File: config.mk
export PLATFORM = sky130hd
export DESIGN_NAME = cla_subtractor_seq
export DESIGN_NICKNAME = d
export VERILOG_FILES = /design/src/rtl/cla_subtractor_seq.sv
export SDC_FILE = /design/constraint.sdc
export NUM_CORES = 1
export LEC_CHECK = 0
export BUFFER_PORTS_ARGS = -buffer_cell sky130_fd_sc_hd__buf_2
export CORE_AREA = 10 10 80 82
export DETAILED_ROUTE_END_ITERATION = 7
export DIE_AREA = 0 0 90 92
export PLACE_DENSITY_LB_ADDON = 0.3
export SYNTH_ARGS = -nofsm -noshare
export SYNTH_HDL_FRONTEND = slang
export SYNTH_SLANG_ARGS = --single-unit
File: constraint.sdc
create_clock -name clk -period 4.4 [get_ports clk]
set_clock_uncertainty 0.2 [all_clocks]
set_input_delay 0.88 -clock clk [delete_from_list [all_inputs] [get_ports clk]]
set_output_delay 0.88 -clock clk [all_outputs]
set_load 0.02 [all_outputs]
File: src/rtl/cla_subtractor_seq.sv
// Multi-cycle borrow-lookahead subtractor: DIFF = A - B - BIN over W bits,
// resolving one SLICE-bit lookahead slice per clock, LSB slice first.
module cla_subtractor_seq #(
  parameter int unsigned W     = 16,
  parameter int unsigned SLICE = 4
) (
  input  logic         clk,
  input  logic         rst,
  input  logic         start,
  input  logic [W-1:0] a,
  input  logic [W-1:0] b,
  input  logic         bin,
  output logic         busy,
  output logic         done,
  output logic [W-1:0] diff,
  output logic         bout,
  output logic         ovf
);

  localparam int unsigned N    = W / SLICE;
  localparam int unsigned IDXW = (N > 1) ? $clog2(N) : 1;
  localparam logic [IDXW-1:0] LAST_IDX = IDXW'(N - 1);

  generate
    if ((W % SLICE) != 0) begin : g_bad_slice
      $error("cla_subtractor_seq: W must be a multiple of SLICE");
    end
  endgenerate

  typedef enum logic [1:0] {
    S_IDLE,
    S_RUN,
    S_DONE
  } state_t;

  state_t r_state;
  state_t w_state_next;

  logic [W-1:0]     r_a;
  logic [W-1:0]     r_b;
  logic             r_borrow;
  logic [IDXW-1:0]  r_idx;
  logic [W-1:0]     r_diff;
  logic             r_bout;
  logic             r_ovf;

  logic             w_accept;
  logic             w_last;
  logic [SLICE-1:0] w_a_s;
  logic [SLICE-1:0] w_b_s;
  logic [SLICE-1:0] w_g;
  logic [SLICE-1:0] w_p;
  logic [SLICE:0]   w_br;
  logic [SLICE-1:0] w_d_s;
  logic [W-1:0]     w_diff_next;
  logic             w_ovf_next;

  assign w_accept = start & (r_state != S_RUN);
  assign w_last   = (r_state == S_RUN) && (r_idx == LAST_IDX);

  // Borrow-lookahead over the current slice; merges its difference bits into the result.
  always_comb begin
    w_a_s = r_a[r_idx*SLICE +: SLICE];
    w_b_s = r_b[r_idx*SLICE +: SLICE];
    w_g   = ~w_a_s & w_b_s;
    w_p   = ~(w_a_s ^ w_b_s);
    w_br  = '0;
    w_d_s = '0;
    w_br[0] = r_borrow;
    for (int unsigned k = 0; k < SLICE; k++) begin
      w_br[k+1] = w_g[k] | (w_p[k] & w_br[k]);
      w_d_s[k]  = w_a_s[k] ^ w_b_s[k] ^ w_br[k];
    end
    w_diff_next = r_diff;
    w_diff_next[r_idx*SLICE +: SLICE] = w_d_s;
    // Signed overflow uses the MSB of the result being completed this cycle.
    w_ovf_next = (r_a[W-1] != r_b[W-1]) && (w_diff_next[W-1] != r_a[W-1]);
  end

  // Next-state logic for the IDLE/RUN/DONE handshake.
  always_comb begin
    w_state_next = r_state;
    case (r_state)
      S_IDLE:  if (start) w_state_next = S_RUN;
      S_RUN:   if (r_idx == LAST_IDX) w_state_next = S_DONE;
      S_DONE:  w_state_next = start ? S_RUN : S_IDLE;
      default: w_state_next = S_IDLE;
    endcase
  end

  // State register.
  always_ff @(posedge clk) begin
    if (rst) r_state <= S_IDLE;
    else     r_state <= w_state_next;
  end

  // Operand capture, per-slice result accumulation and final flags.
  always_ff @(posedge clk) begin
    if (rst) begin
      r_a      <= '0;
      r_b      <= '0;
      r_borrow <= 1'b0;
      r_idx    <= '0;
      r_diff   <= '0;
      r_bout   <= 1'b0;
      r_ovf    <= 1'b0;
    end else if (w_accept) begin
      r_a      <= a;
      r_b      <= b;
      r_borrow <= bin;
      r_idx    <= '0;
    end else if (r_state == S_RUN) begin
      r_diff   <= w_diff_next;
      r_borrow <= w_br[SLICE];
      r_idx    <= w_last ? '0 : r_idx + 1'b1;
      if (w_last) begin
        r_bout <= w_br[SLICE];
        r_ovf  <= w_ovf_next;
      end
    end
  end

  assign busy = (r_state == S_RUN);
  assign done = (r_state == S_DONE);
  assign diff = r_diff;
  assign bout = r_bout;
  assign ovf  = r_ovf;

endmodule
==> out/qor.csv <==
metric,value,unit
status,finished clean,
maxSlewHeadroom,28.20,%
clk_pin_slew,0.09,ns
grt-ovfl-total,0,
grt_pass1_wl,9446,um
min-delay-start,r_b[6]$_SDFFE_PP0P_,
ir_drop,0.0001904,V
whs,0.2615,ns
initialDrtViolationCount,112,
hp-class,flip-flop to flip-flop,
worst_setup_path_start_kind,flip-flop,
netlist_area,0.002471,mm^2
hold_end,r_b[6]$_SDFFE_PP0P_,
worst_pin_slew,1.077,ns
min_path_cells,2,
ys.warnings.count,0,
synth_area_per_cell,9.186,um^2
grt.total_usage,13.40,%
drt-pass1-iter-count,4,
core-area,0.004912,mm^2
grt_max_degree,56,
cts_num_sinks,55,
cts_tree,done,
nets,363,
r2r_end,ovf$_SDFFE_PP0P_,
cts_made_buffers,5,
setup_tns,0,ns
setup_viol,0,
power.density,376.7,mW/mm^2
grt_pass1_vias,2047,
clk_latency,0.31,ns
antenna_left,0,
remaining_drc_errors,0,
cts_max_level,2,
ctsHoldBuffers,0,
ff2ff_setup_slack,0.91,ns
fp.dieH,92,um
antenna_found_initial,0,
yosys.area.top_type,dfxtp_1,
die-area,0.008280,mm^2
synthDistinctLibCells,33,
post_cts_resized,0,
setup.worst_path.class,flip-flop to flip-flop,
cap_violations,0,
cp-end-kind,flip-flop,
rsz0062_at_grt,false,
synth_edf_count,0,
post-dp-hpwl,4083,um
crit_fanout,11,
fin_crit,3.489,ns
postCtsSetupBuffers,0,
clk_path_buf_depth,2,
wl_per_cell,14.26,um
gp_congestion,0.8241,
avgViaCountPerCell,5.095,
reg2regPathDepth,10,
dp_slack,0.9577,ns
setup_ws,0.9106,ns
r2r-start,r_idx[1]$_SDFFE_PP0P_,
period_share,79.31,%
synthToLayoutAreaGrowth,16.41,%
synth_most_common_cell,nand2_1,
drive_gt1_share,27.99,%
drv_slew,0,
synth_ff_type,dfxtp_1,
die_x,90,um
synthTopCellsByArea,"dfxtp_1 45%, nand2_1 11%, mux4_2 7.3%, a21oi_1 5.9%, a22oi_1 4.6%",
synth_top_area_share,44.56,%
cts-root-buf,clkbuf_8,
initial_core_util,50.31,%
synth_commonest_cells,"71 x nand2_1, 55 x dfxtp_1, 29 x a21oi_1",
syn_inst,269,
wirelength,5532,um
hold_viol_final,0,
clock.fmax,0.2866,GHz
antennaDiodeCount,0,
syn_nets,315,
vias,1977,
async_flop_share,0,%
synth_seq_cells,55,
portBuffers,55,
leakage,1.195,nW
ios,56,
worstPathRequired,4.41,ns
core.rowCount,26,
worstPathArrival,3.49,ns
ys_seq_area_share,44.56,%
==> power breakdown <==
group,total [mW],leakage [nW],switching (mW),internal [mW]
logic,0.161,0.681,0.0966,0.0641
registers,0.537,0.449,0.0155,0.521
clock network,0.386,0.0654,0.159,0.227
==> layout make-up <==
class | instances | area [um^2]
Multi-Input combinational cell | 186 | 1220
Inverter | 12 | 45.04
Timing Repair Buffer | 57 | 290.3
Clock inverter | 2 | 60.06
Fill cell | 441 | 2036
Sequential cell | 55 | 1101
Clock buffer | 6 | 72.57
Tap cell | 70 | 87.58
==> through the flow <==
step	area [um^2]	std cells	util, %	power, mW
after global routing	2877	388	58.56	1.134
after floorplan	2471	269	-	0.6639
after global placement	2744	380	55.86	0.7050
after CTS	2877	388	58.56	1.090
final	2877	388	58.56	1.084
after detailed placement	2744	380	55.86	0.7093
==> flip-flops by register name, indices dropped and copies added, names as in the netlist <==
signal and count:
ovf 1, bout 1, r_idx 2, r_borrow 1, r_a 16, diff 16
r_b 16, r_state 2
==> placed cells by master (no fill, tap or decap), drive strengths merged, types with 4 or more instances in the layout <==
cell and n:
a21oi 38, a22oi 15, buf 57, clkbuf 6, dfxtp 55, fa 4
ha 6, inv 12, mux4 8, nand2 71, nor2 21
==> metal layers <==
metal,global-route usage (%),share of wire [%]
met1,16.58,46
met2,22.03,47
met3,4.319,5.1
met4,3.581,1.3
met5,0,0
==> critical path, stage by stage, from the launching register on <==
cell,delay (ns)
dfxtp_1,0.36
buf_4,0.21
mux4_2,0.54
fa_1,0.45
fa_1,0.36
inv_1,0.08
fa_1,0.44
nor4b_2,0.29
mux2i_1,0.14
mux2i_1,0.14
o21a_1,0.16
==> cells by family (layout without fill, tap and decap cells) <==
logic type | count (synthesis) | count (layout) | synth area share, %
DFF | 55 | 55 | 44.56
and+or+nand+nor | 110 | 110 | 20.35
muxes | 11 | 11 | 8.506
AOI/OAI and AO/OA | 55 | 55 | 14.23
adders and majority gates | 10 | 10 | 6.279
buffers and inverters | 28 | 77 | 6.075
==> worst max-delay path by stage <==
| stage | from | slack (ns) | end | depth (start not counted) |
|---|---|---|---|---|
| floorplan | r_idx[1]$_SDFFE_PP0P_ | 0.93 | ovf$_SDFFE_PP0P_ | 13 |
| global placement | r_idx[1]$_SDFFE_PP0P_ | 1.03 | ovf$_SDFFE_PP0P_ | 10 |
| detailed placement | r_idx[1]$_SDFFE_PP0P_ | 0.96 | ovf$_SDFFE_PP0P_ | 10 |
| CTS | r_idx[1]$_SDFFE_PP0P_ | 0.94 | ovf$_SDFFE_PP0P_ | 10 |
| global route | r_idx[0]$_SDFFE_PP0P_ | 0.78 | ovf$_SDFFE_PP0P_ | 12 |
| finish | r_idx[1]$_SDFFE_PP0P_ | 0.91 | ovf$_SDFFE_PP0P_ | 10 |
No activity file was read; power rests on OpenSTA's default activity.
